$ cat src/rtl/mips_mem_pkg.sv
// Shared encodings for the MIPS data-memory path: access sizes, sequencer
// states and the size-to-byte-count mapping.
package mips_mem_pkg;

    localparam logic [1:0] SIZE_BYTE = 2'b00;
    localparam logic [1:0] SIZE_HALF = 2'b01;
    localparam logic [1:0] SIZE_WORD = 2'b11;

    typedef enum logic [1:0] {
        IDLE   = 2'd0,
        ACCESS = 2'd1,
        DRAIN  = 2'd2,
        RESP   = 2'd3
    } lss_state_t;

    // The unused 2'b10 encoding behaves as a word access.
    function automatic logic [2:0] size_bytes(input logic [1:0] size);
        case (size)
            SIZE_BYTE: return 3'd1;
            SIZE_HALF: return 3'd2;
            default:   return 3'd4;
        endcase
    endfunction

endpackage

$ cat src/rtl/load_store_sequencer_if.sv
// Request/response handshake plus byte-wide RAM bus of the load/store sequencer.
// slave = sequencer view, master = datapath/memory side view.
interface load_store_sequencer_if #(parameter int MEMORY_SIZE = 512);

    localparam int ADDR_WIDTH = $clog2(MEMORY_SIZE);

    logic                  req_valid;
    logic                  req_ready;
    logic                  req_we;
    logic [1:0]            req_size;
    logic                  req_unsigned;
    logic [ADDR_WIDTH-1:0] req_addr;
    logic [31:0]           req_wdata;

    logic                  resp_valid;
    logic [31:0]           resp_rdata;
    logic                  resp_err;

    logic                  mem_rd_en;
    logic                  mem_wr_en;
    logic [ADDR_WIDTH-1:0] mem_addr;
    logic [7:0]            mem_wdata;
    logic [7:0]            mem_rdata;

    modport slave (
        input  req_valid, req_we, req_size, req_unsigned, req_addr, req_wdata, mem_rdata,
        output req_ready, resp_valid, resp_rdata, resp_err,
        output mem_rd_en, mem_wr_en, mem_addr, mem_wdata
    );

    modport master (
        output req_valid, req_we, req_size, req_unsigned, req_addr, req_wdata, mem_rdata,
        input  req_ready, resp_valid, resp_rdata, resp_err,
        input  mem_rd_en, mem_wr_en, mem_addr, mem_wdata
    );

endinterface

$ cat src/rtl/load_extend.sv
// Widens a right-aligned 1/2/4-byte load value to 32 bits, zero- or sign-extended.
module load_extend (
    input  logic [31:0] raw,
    input  logic [2:0]  nbytes,
    input  logic        is_unsigned,
    output logic [31:0] result
);

    always_comb begin
        result = raw;
        case (nbytes)
            3'd1:    result = is_unsigned ? {24'h000000, raw[7:0]}
                                          : 32'(signed'(raw[7:0]));
            3'd2:    result = is_unsigned ? {16'h0000, raw[15:0]}
                                          : 32'(signed'(raw[15:0]));
            default: result = raw;
        endcase
    end

endmodule

$ cat src/rtl/load_store_sequencer.sv
// Splits one load/store request into big-endian single-byte RAM accesses and
// returns the assembled, extended load data with a one-cycle response pulse.
module load_store_sequencer
    import mips_mem_pkg::*;
#(
    parameter int MEMORY_SIZE = 512
) (
    input  logic                  clk,
    input  logic                  rst,
    load_store_sequencer_if.slave bus
);

    localparam int ADDR_WIDTH = $clog2(MEMORY_SIZE);
    localparam int AW2        = ADDR_WIDTH + 2;

    lss_state_t            state, state_nxt;
    logic [2:0]            cnt, cnt_nxt;
    logic [2:0]            nbytes_q, nbytes_nxt;
    logic                  we_q, we_nxt;
    logic                  uns_q, uns_nxt;
    logic [31:0]           sdata_q, sdata_nxt;
    logic [31:0]           asm_q, asm_nxt;
    logic                  rd_pend, rd_pend_nxt;

    logic                  ready_q, ready_nxt;
    logic                  rvalid_q, rvalid_nxt;
    logic [31:0]           rdata_q, rdata_nxt;
    logic                  err_q, err_nxt;
    logic                  rd_en_q, rd_en_nxt;
    logic                  wr_en_q, wr_en_nxt;
    logic [ADDR_WIDTH-1:0] maddr_q, maddr_nxt;
    logic [7:0]            mwdata_q, mwdata_nxt;

    logic [2:0]            req_nbytes;
    logic                  req_fire;
    logic                  req_misalign;
    logic [AW2-1:0]        last_addr;
    logic                  req_err;
    logic [31:0]           req_aligned;
    logic [31:0]           asm_shift;
    logic [31:0]           ext_data;

    assign bus.req_ready  = ready_q;
    assign bus.resp_valid = rvalid_q;
    assign bus.resp_rdata = rdata_q;
    assign bus.resp_err   = err_q;
    assign bus.mem_rd_en  = rd_en_q;
    assign bus.mem_wr_en  = wr_en_q;
    assign bus.mem_addr   = maddr_q;
    assign bus.mem_wdata  = mwdata_q;

    // Acceptance-time checks; the range test uses the last byte so nothing wraps.
    always_comb begin
        req_nbytes   = size_bytes(bus.req_size);
        req_fire     = bus.req_valid && ready_q;
        req_misalign = ((req_nbytes == 3'd2) && bus.req_addr[0]) ||
                       ((req_nbytes == 3'd4) && (bus.req_addr[1:0] != 2'b00));
        last_addr    = {2'b00, bus.req_addr} + AW2'(req_nbytes) - AW2'(1);
        req_err      = req_misalign || (last_addr >= AW2'(MEMORY_SIZE));
        case (req_nbytes)
            3'd1:    req_aligned = {bus.req_wdata[7:0], 24'h000000};
            3'd2:    req_aligned = {bus.req_wdata[15:0], 16'h0000};
            default: req_aligned = bus.req_wdata;
        endcase
        asm_shift = {asm_q[23:0], bus.mem_rdata};
    end

    load_extend u_load_extend (
        .raw         (asm_shift),
        .nbytes      (nbytes_q),
        .is_unsigned (uns_q),
        .result      (ext_data)
    );

    always_comb begin
        state_nxt   = state;
        cnt_nxt     = cnt;
        nbytes_nxt  = nbytes_q;
        we_nxt      = we_q;
        uns_nxt     = uns_q;
        sdata_nxt   = sdata_q;
        asm_nxt     = rd_pend ? asm_shift : asm_q;
        rd_pend_nxt = rd_en_q;
        ready_nxt   = ready_q;
        rvalid_nxt  = 1'b0;
        rdata_nxt   = rdata_q;
        err_nxt     = err_q;
        rd_en_nxt   = 1'b0;
        wr_en_nxt   = 1'b0;
        maddr_nxt   = maddr_q;
        mwdata_nxt  = mwdata_q;

        case (state)
            IDLE: begin
                ready_nxt = 1'b1;
                if (req_fire) begin
                    ready_nxt  = 1'b0;
                    we_nxt     = bus.req_we;
                    uns_nxt    = bus.req_unsigned;
                    nbytes_nxt = req_nbytes;
                    cnt_nxt    = 3'd0;
                    asm_nxt    = 32'h0;
                    if (req_err) begin
                        state_nxt  = RESP;
                        rvalid_nxt = 1'b1;
                        err_nxt    = 1'b1;
                        rdata_nxt  = 32'h0;
                    end else begin
                        state_nxt = ACCESS;
                        maddr_nxt = bus.req_addr;
                        if (bus.req_we) begin
                            wr_en_nxt  = 1'b1;
                            mwdata_nxt = req_aligned[31:24];
                            sdata_nxt  = req_aligned << 8;
                        end else begin
                            rd_en_nxt = 1'b1;
                        end
                    end
                end
            end
            ACCESS: begin
                if (cnt == nbytes_q - 3'd1) begin
                    if (we_q) begin
                        state_nxt  = RESP;
                        rvalid_nxt = 1'b1;
                        err_nxt    = 1'b0;
                        rdata_nxt  = 32'h0;
                    end else begin
                        state_nxt = DRAIN;
                    end
                end else begin
                    cnt_nxt   = cnt + 3'd1;
                    maddr_nxt = maddr_q + ADDR_WIDTH'(1);
                    if (we_q) begin
                        wr_en_nxt  = 1'b1;
                        mwdata_nxt = sdata_q[31:24];
                        sdata_nxt  = sdata_q << 8;
                    end else begin
                        rd_en_nxt = 1'b1;
                    end
                end
            end
            // Final byte is on mem_rdata now; fold it in while forming the result.
            DRAIN: begin
                state_nxt  = RESP;
                rvalid_nxt = 1'b1;
                err_nxt    = 1'b0;
                rdata_nxt  = ext_data;
            end
            RESP: begin
                state_nxt = IDLE;
                ready_nxt = 1'b1;
            end
            default: begin
                state_nxt = IDLE;
                ready_nxt = 1'b1;
            end
        endcase
    end

    always_ff @(posedge clk) begin
        if (rst) begin
            state    <= IDLE;
            cnt      <= 3'd0;
            nbytes_q <= 3'd1;
            we_q     <= 1'b0;
            uns_q    <= 1'b0;
            sdata_q  <= 32'h0;
            asm_q    <= 32'h0;
            rd_pend  <= 1'b0;
            ready_q  <= 1'b1;
            rvalid_q <= 1'b0;
            rdata_q  <= 32'h0;
            err_q    <= 1'b0;
            rd_en_q  <= 1'b0;
            wr_en_q  <= 1'b0;
            maddr_q  <= '0;
            mwdata_q <= 8'h00;
        end else begin
            state    <= state_nxt;
            cnt      <= cnt_nxt;
            nbytes_q <= nbytes_nxt;
            we_q     <= we_nxt;
            uns_q    <= uns_nxt;
            sdata_q  <= sdata_nxt;
            asm_q    <= asm_nxt;
            rd_pend  <= rd_pend_nxt;
            ready_q  <= ready_nxt;
            rvalid_q <= rvalid_nxt;
            rdata_q  <= rdata_nxt;
            err_q    <= err_nxt;
            rd_en_q  <= rd_en_nxt;
            wr_en_q  <= wr_en_nxt;
            maddr_q  <= maddr_nxt;
            mwdata_q <= mwdata_nxt;
        end
    end

endmodule

$ cat src/flat_wrapper.sv
// flat-port wrapper written by rule: the top's interface ports become plain ports
module load_store_sequencer_flat import mips_mem_pkg::*;
#(
    parameter int MEMORY_SIZE = 512
)
  (clk, rst, bus_req_valid, bus_req_we, bus_req_size, bus_req_unsigned, bus_req_addr, bus_req_wdata, bus_mem_rdata, bus_req_ready, bus_resp_valid, bus_resp_rdata, bus_resp_err, bus_mem_rd_en, bus_mem_wr_en, bus_mem_addr, bus_mem_wdata);
  load_store_sequencer_if #(.MEMORY_SIZE(MEMORY_SIZE)) bus_i ();
  input  logic clk;
  input  logic rst;
  input wire logic [$bits(bus_i.req_valid)-1:0] bus_req_valid;
  input wire logic [$bits(bus_i.req_we)-1:0] bus_req_we;
  input wire logic [$bits(bus_i.req_size)-1:0] bus_req_size;
  input wire logic [$bits(bus_i.req_unsigned)-1:0] bus_req_unsigned;
  input wire logic [$bits(bus_i.req_addr)-1:0] bus_req_addr;
  input wire logic [$bits(bus_i.req_wdata)-1:0] bus_req_wdata;
  input wire logic [$bits(bus_i.mem_rdata)-1:0] bus_mem_rdata;
  output wire logic [$bits(bus_i.req_ready)-1:0] bus_req_ready;
  output wire logic [$bits(bus_i.resp_valid)-1:0] bus_resp_valid;
  output wire logic [$bits(bus_i.resp_rdata)-1:0] bus_resp_rdata;
  output wire logic [$bits(bus_i.resp_err)-1:0] bus_resp_err;
  output wire logic [$bits(bus_i.mem_rd_en)-1:0] bus_mem_rd_en;
  output wire logic [$bits(bus_i.mem_wr_en)-1:0] bus_mem_wr_en;
  output wire logic [$bits(bus_i.mem_addr)-1:0] bus_mem_addr;
  output wire logic [$bits(bus_i.mem_wdata)-1:0] bus_mem_wdata;
  assign bus_i.req_valid = bus_req_valid;
  assign bus_i.req_we = bus_req_we;
  assign bus_i.req_size = bus_req_size;
  assign bus_i.req_unsigned = bus_req_unsigned;
  assign bus_i.req_addr = bus_req_addr;
  assign bus_i.req_wdata = bus_req_wdata;
  assign bus_i.mem_rdata = bus_mem_rdata;
  assign bus_req_ready = bus_i.req_ready;
  assign bus_resp_valid = bus_i.resp_valid;
  assign bus_resp_rdata = bus_i.resp_rdata;
  assign bus_resp_err = bus_i.resp_err;
  assign bus_mem_rd_en = bus_i.mem_rd_en;
  assign bus_mem_wr_en = bus_i.mem_wr_en;
  assign bus_mem_addr = bus_i.mem_addr;
  assign bus_mem_wdata = bus_i.mem_wdata;
  load_store_sequencer #(.MEMORY_SIZE(MEMORY_SIZE)) u_core (.clk(clk), .rst(rst), .bus(bus_i));
endmodule
$ cat config.mk
export PLATFORM = sky130hd
export DESIGN_NAME = load_store_sequencer_flat
export DESIGN_NICKNAME = d
export VERILOG_FILES = /design/src/rtl/mips_mem_pkg.sv /design/src/rtl/load_store_sequencer_if.sv /design/src/rtl/load_extend.sv /design/src/rtl/load_store_sequencer.sv /design/src/flat_wrapper.sv
export SDC_FILE = /design/constraint.sdc
export NUM_CORES = 1
export LEC_CHECK = 0
export BUFFER_PORTS_ARGS = -buffer_cell sky130_fd_sc_hd__buf_4
export CORE_ASPECT_RATIO = 1.2
export CORE_UTILIZATION = 61
export CTS_BUF_LIST = sky130_fd_sc_hd__clkbuf_4 sky130_fd_sc_hd__clkbuf_8
export DETAILED_ROUTE_END_ITERATION = 7
export GPL_ROUTABILITY_DRIVEN = 0
export PLACE_DENSITY = 0.95
export SYNTH_ARGS = -nofsm -noshare
export SYNTH_HDL_FRONTEND = slang
export SYNTH_SLANG_ARGS = --single-unit
$ cat constraint.sdc
create_clock -name clk -period 9.6 [get_ports clk]
set_input_delay 0.96 -clock clk [delete_from_list [all_inputs] [get_ports clk]]
set_output_delay 0.96 -clock clk [all_outputs]
set_load 0.05 [all_outputs]
==> impl_metrics.yaml, run 1 <==
run_status:
  outcome: "completed"
synthesis:
  synth_top_family_by_area: "compound AO/OA/AOI/OAI gates"
  ys.flop_type: "dfxtp_1"
  synth_fa_ha_area_frac: 0.0312
  synthArstFlopShare: 0
  synthSimpleGateAreaFrac: 0.161
  synth.cell_area_um2: 5460
  yosysWarnings: 0
  synth-edff-count: 0
  syn_inst: 615
  synth_top_area_cell: "dfxtp_1"
  yosysSeqAreaShare: 0.415
  synth.area.top_cells: "dfxtp_1 41%, mux2i_1 7.5%, o21ai_0 4.0%"
  avgSynthCellArea_um2: 8.87
  synth_top_area_share: 0.415
  synthDistinctLibCells: 64
  synthesis.nets: 684
  synth_compound_area_frac: 0.255
  ys_ff_latch: 113
  synth_xor_area_frac: 0.0124
  synth_mux_area_frac: 0.0773
die:
  initial_core_util: 0.634
  io_pins: 110
  die_x_um: 88.3
  coreArea_um2: 8610
  fp-row-count: 37
  dieArea_um2: 9330
  die_y_um: 106
placement:
  dp_hpwl_um: 9840
  io_buffers: 109
  dp.cells: 793
  place_area_um2: 6240
hold_path:
  hold_class: "register to register"
  worstHoldStart: "u_core.bus.resp_rdata[26]$_SDFFE_PP0P_"
setup_path:
  crit_type: "input port to register"
  worstPathArrival_ns: 4.57
  worstPathMaxFanout: 32
  r2r_start: "u_core.state[0]$_SDFFE_PP0P_"
  crit_path_start: "bus_req_size[1]"
  cp-start-kind: "input port"
  crit_path_end_kind: "register"
  cp.required_ns: 9.94
  r2r_slack_ns: 6.40
cells_and_area:
  fillerInstances: 607
  layout_common_cells: "114 x buf_4, 113 x dfxtp_1, 56 x nand2_1, 46 x nor2_1, 44 x o21ai_0"
  syn2layout_area_growth_pct: 20.7
  final_common_cell: "buf_4"
  final_area_um2: 6590
  nets: 764
  fin_cells: 821
  drive_gt1_frac: 0.230
  antennaDiodeCount: 0
timing:
  max_freq_ghz: 0.237
  min_period_over_period: 0.440
  final_hold_viol_count: 0
  clock_skew_ns: 0.0107
  worst_pin_slew_ns: 1.17
  tns_ns: 0
  rsz0062_at_grt: "no"
  setup_viol: 0
  finalCriticalPeriod_ns: 4.22
  slew_viol_final: 0
  max_slew_margin: 0.216
clock_tree:
  cts_root_buffer: "clkbuf_8"
  cts_setup_buffers: 0
  cts_tree: "done"
  cts-buffers-inserted: 17
  cts_resized: 0
  ctsHoldBuffers: 0
  clkLatencyLatePin_ns: 0.44
  clk_pin_slew_worst_paths_ns: 0.07
  htreeDepth: 4
  cts_num_sinks: 113
  clockBufferDepth: 2
power_and_ir_drop:
  ir_drop_mv: 0.179
  power_density_nw_per_um2: 254
  pwr-share-clk: 0.242
  pwr-share-seq: 0.346
  swShare: 0.424
  p_leak_nw: 2.57
  p_switching_mw: 0.709
  power_frac_comb: 0.412
  p_int_mw: 0.964
run:
  drv_cap: 0
drt:
  wirelength_um: 14800
  first_pass_iters: 5
  vias: 5266
  vias_per_cell: 6.41
  drc: 0
  wire_per_inst_um: 18.0
  ant_nets: 0
  dr.first_iter.drc_count: 412
global_route:
  antenna_found_initial: 0
  grt_pass1_wl_um: 23900
  grt-ovfl-total: 0
  grt_pass1_vias: 5045
  grt.total_usage: 0.332
  grt_max_degree: 66
state kept, by name, summed over array words and instances, names as in the netlist, 2 cells and up:
name	cells
u_core.state	2
u_core.bus.mem_wdata	8
u_core.nbytes_q	3
u_core.sdata_q	24
u_core.cnt	3
u_core.asm_q	24
u_core.bus.resp_rdata	32
u_core.bus.mem_addr	9
cells in the mapped netlist, types with 4 or more instances:
library cell / n
a211oi_1: 19
a21oi_1: 37
a221o_1: 4
a221oi_1: 10
a22o_1: 8
a22oi_1: 8
a32o_1: 5
buf_1: 5
buf_2: 7
clkbuf_1: 37
dfxtp_1: 113
ha_1: 12
inv_1: 11
mux2i_1: 41
nand2_1: 56
nand2b_1: 9
nand3_1: 13
nor2_1: 46
nor2b_1: 5
nor3_1: 30
o2111ai_1: 17
o211ai_1: 9
o21ai_0: 44
o2bb2ai_1: 12
logic make-up (layout without fill, tap and decap cells):
family | count (synthesis) | in the layout
AOI/OAI and AO/OA | 192 | 192
and+or+nand+nor | 185 | 185
muxes | 42 | 42
DFF | 113 | 113
xor gates and xnor gates | 6 | 6
buffers and inverters | 64 | 153
adders and majority gates | 13 | 13
area by class of cell:
cell class                      instances  area, um2  share of cell area
Multi-Input combinational cell        438       2930               0.446
Sequential cell                       113       2260               0.344
Timing Repair Buffer                  114        856               0.130
Clock buffer                           21        283              0.0429
Tap cell                              117        146              0.0222
Clock inverter                          7       62.6             0.00950
Inverter                               11       41.3             0.00627
final timing paths:
check                                           end  cells past startpoint
max                 u_core.sdata_q[22]$_SDFFE_PP0P_                      8
min          u_core.bus.resp_rdata[26]$_SDFFE_PP0P_                      2
max reg2reg         u_core.sdata_q[22]$_SDFFE_PP0P_                      7
min reg2reg  u_core.bus.resp_rdata[26]$_SDFFE_PP0P_                      2
power groups by stage:
| stage | clock, mW | combinational, mW | sequential [mW] |
|---|---|---|---|
| 2_1_floorplan | 0 | 0.386 | 0.709 |
| 3_3_place_gp | 0 | 0.655 | 0.583 |
| 3_5_place_dp | 0 | 0.672 | 0.587 |
| 4_1_cts | 0.404 | 0.679 | 0.577 |
| 5_1_grt | 0.431 | 0.740 | 0.585 |
| 6_report | 0.405 | 0.689 | 0.579 |
worst max-delay path, cell delays in order:
cell and delay [ns]:
buf_4 0.21, nor2b_1 0.70, fa_1 0.58, nor4_1 0.32, o21a_1 0.34, o311a_1 0.97
nor3_1 0.15, a211oi_1 0.31
through the flow:
step	total power [mW]	hold WS (ns)	utilization	worst slack [ns]
3_3_place_gp	1.24	0.444	0.725	5.20
4_1_cts	1.66	0.460	0.765	5.43
5_1_grt	1.76	0.485	0.765	5.07
3_5_place_dp	1.26	0.451	0.725	5.03
6_report	1.67	0.457	0.765	5.38
2_1_floorplan	1.09	0.435	-	5.83
routing by layer:
metal  up-vias  part of all wire  global-route usage
met5         -                 0                   0
met2       316              0.51               0.549
li1       2429                 -                   -
met1      2462              0.37               0.379
met3        59             0.081              0.0846
met4         0             0.041               0.198
Note: power is estimated with default switching activity, not from simulation.
==> run 2, diff against run 1 <==
--- a/config.mk
+++ b/config.mk
@@ -7,11 +7,11 @@
 export LEC_CHECK = 0
 export BUFFER_PORTS_ARGS = -buffer_cell sky130_fd_sc_hd__buf_4
 export CORE_ASPECT_RATIO = 1.2
-export CORE_UTILIZATION = 61
+export CORE_UTILIZATION = 57
 export CTS_BUF_LIST = sky130_fd_sc_hd__clkbuf_4 sky130_fd_sc_hd__clkbuf_8
 export DETAILED_ROUTE_END_ITERATION = 7
 export GPL_ROUTABILITY_DRIVEN = 0
-export PLACE_DENSITY = 0.95
+export PLACE_DENSITY = 0.94
 export SYNTH_ARGS = -nofsm -noshare
 export SYNTH_HDL_FRONTEND = slang
 export SYNTH_SLANG_ARGS = --single-unit
==> constraint.sdc (replaced) <==
create_clock -name clk -period 4.05 [get_ports clk]
set_input_delay 0.405 -clock clk [delete_from_list [all_inputs] [get_ports clk]]
set_output_delay 0.405 -clock clk [all_outputs]
set_load 0.05 [all_outputs]
==> run 2 against run 1 <==
  * Combinational power grew 140%
  * Routed wire length grew 3.4%
  * Sequential cell count is the same
  * Sequential share of layout area shrank 0.87 points
  * Final cell count grew 1.2%
  * Clock skew grew 0.0038 ns
  * Design area grew 2.6%
  * Register-to-register slack lost 5.7 ns
  * Global-route usage shrank 1.8 points
  * Clock power grew to 3.2 times the previous value
  * Via count grew 0.97%
  * Highest routed layer unchanged
==> impl_metrics.yaml, run 2 (synthesis results as in run 1) <==
cells_and_area:
  multiInputGateArea_um2: 2930
  seq_area_um2: 2260
  largest_reg_flops: 32
  nets: 768
  drive_gt1_frac: 0.238
  antennaDiodeCount: 0
  final_area_um2: 6760
  syn2layout_area_growth_pct: 23.8
  layout_common_cells: "118 x buf_4, 113 x dfxtp_1, 56 x nand2_1, 46 x nor2_1, 44 x o21ai_0"
  fillerInstances: 626
  final_common_cell: "buf_4"
timing:
  final_hold_viol_count: 0
  min_period_over_period: 0.849
  clock_skew_ns: 0.0144
  rsz0062_at_grt: "no"
  worst_pin_slew_ns: 1.29
  setup_viol: 0
  tns_ns: 0
  setup_slack_ns: 0.610
  slew_viol_final: 0
  finalCriticalPeriod_ns: 3.44
  max_slew_margin: 0.125
  hold_slack_ns: 0.196
  max_freq_ghz: 0.291
global_route:
  grt-ovfl-total: 0
  grt.total_usage: 0.314
  antenna_found_initial: 0
  grt_max_degree: 66
  grt_pass1_vias: 5052
  grt_pass1_wl_um: 24700
power_and_ir_drop:
  pwr-share-clk: 0.300
  p_leak_nw: 2.65
  power_mw: 4.34
  swShare: 0.398
  p_int_mw: 2.62
  pwr-share-seq: 0.316
  power_density_nw_per_um2: 643
  ir_drop_mv: 0.437
  p_switching_mw: 1.73
  power_frac_comb: 0.384
drt:
  vias: 5317
  first_pass_iters: 5
  wirelength_um: 15300
  dr.first_iter.drc_count: 430
  vias_per_cell: 6.40
  ant_nets: 0
  drc: 0
  wire_per_inst_um: 18.4
clock_tree:
  clkLatencyLatePin_ns: 0.43
  clk_pin_slew_worst_paths_ns: 0.07
  ctsHoldBuffers: 0
  cts_resized: 0
  clockBufferDepth: 2
  cts_tree: "done"
  cts-buffers-inserted: 17
  cts_root_buffer: "clkbuf_8"
  cts_num_sinks: 113
  htreeDepth: 4
  cts_setup_buffers: 0
placement:
  io_buffers: 109
  dp_hpwl_um: 10200
  place_area_um2: 6270
  place_ws_ns: 0.398
run:
  drv_cap: 0
die:
  coreArea_um2: 9180
  dieArea_um2: 9970
  die_y_um: 109
  fp-row-count: 38
  die_x_um: 91.3
  io_pins: 110
  initial_core_util: 0.595
run_status:
  outcome: "completed"
setup_path:
  cp.required_ns: 4.37
  worstPathMaxFanout: 32
  r2r_slack_ns: 0.74
  crit_type: "input port to register"
  cp-start-kind: "input port"
  worstPathArrival_ns: 3.76
  crit_path_end_kind: "register"
hold_path:
  hold_class: "input port to register"
-- run 2: cell types whose count changed in the layout (fill, tap and decap cells not counted), sizes merged --
cell    delta
buf        +4
clkinv     -2
bufinv     +5
-- run 2: critical path, cell delays in order --
cell,delay (ns)
buf_4,0.27
nor2_1,0.14
ha_1,0.23
fa_1,0.41
xor2_1,0.20
nor4_1,0.30
o21a_1,0.34
o311a_1,0.99
nor3_1,0.12
a211oi_1,0.34
-- run 2: area by class of cell --
type                            count  area share
Sequential cell                   113       0.335
Tap cell                          120      0.0222
Multi-Input combinational cell    438       0.434
Timing Repair Buffer              118       0.131
Clock inverter                     10      0.0306
Inverter                           11     0.00611
Clock buffer                       21      0.0409
-- run 2: worst paths after layout --
check                                                            start                                     end  depth (start not counted)
worst max register to register            u_core.state[0]$_SDFFE_PP0P_         u_core.sdata_q[18]$_SDFFE_PP0P_                          7
worst min-delay path                                  bus_mem_rdata[6]   u_core.bus.resp_rdata[6]$_SDFFE_PP0P_                          2
worst max-delay path                                   bus_req_size[1]         u_core.sdata_q[18]$_SDFFE_PP0P_                         10
worst min register to register  u_core.bus.resp_rdata[29]$_SDFFE_PP0P_  u_core.bus.resp_rdata[29]$_SDFFE_PP0P_                          2
-- run 2: metrics by stage --
stage	utilization	instances
2_1_floorplan	-	615
3_3_place_gp	0.684	800
3_5_place_dp	0.684	800
4_1_cts	0.736	831
5_1_grt	0.736	831
6_report	0.736	831
-- run 2: per-layer routing --
metal | vias up | track usage | share of wire
met5 | - | 0 | 0
met4 | 0 | 0.152 | 0.032
met3 | 48 | 0.0662 | 0.078
met2 | 342 | 0.573 | 0.52
met1 | 2482 | 0.350 | 0.37
li1 | 2445 | - | -
-- run 2: power by group through the flow --
| stage | clock, mW | sequential, mW | combinational (mW) |
|---|---|---|---|
| floorplan | 0 | 1.68 | 0.915 |
| CTS | 1.30 | 1.37 | 1.64 |
| detailed placement | 0 | 1.39 | 1.62 |
| global route | 1.36 | 1.39 | 1.77 |
| finish | 1.30 | 1.37 | 1.67 |
| global placement | 0 | 1.38 | 1.57 |
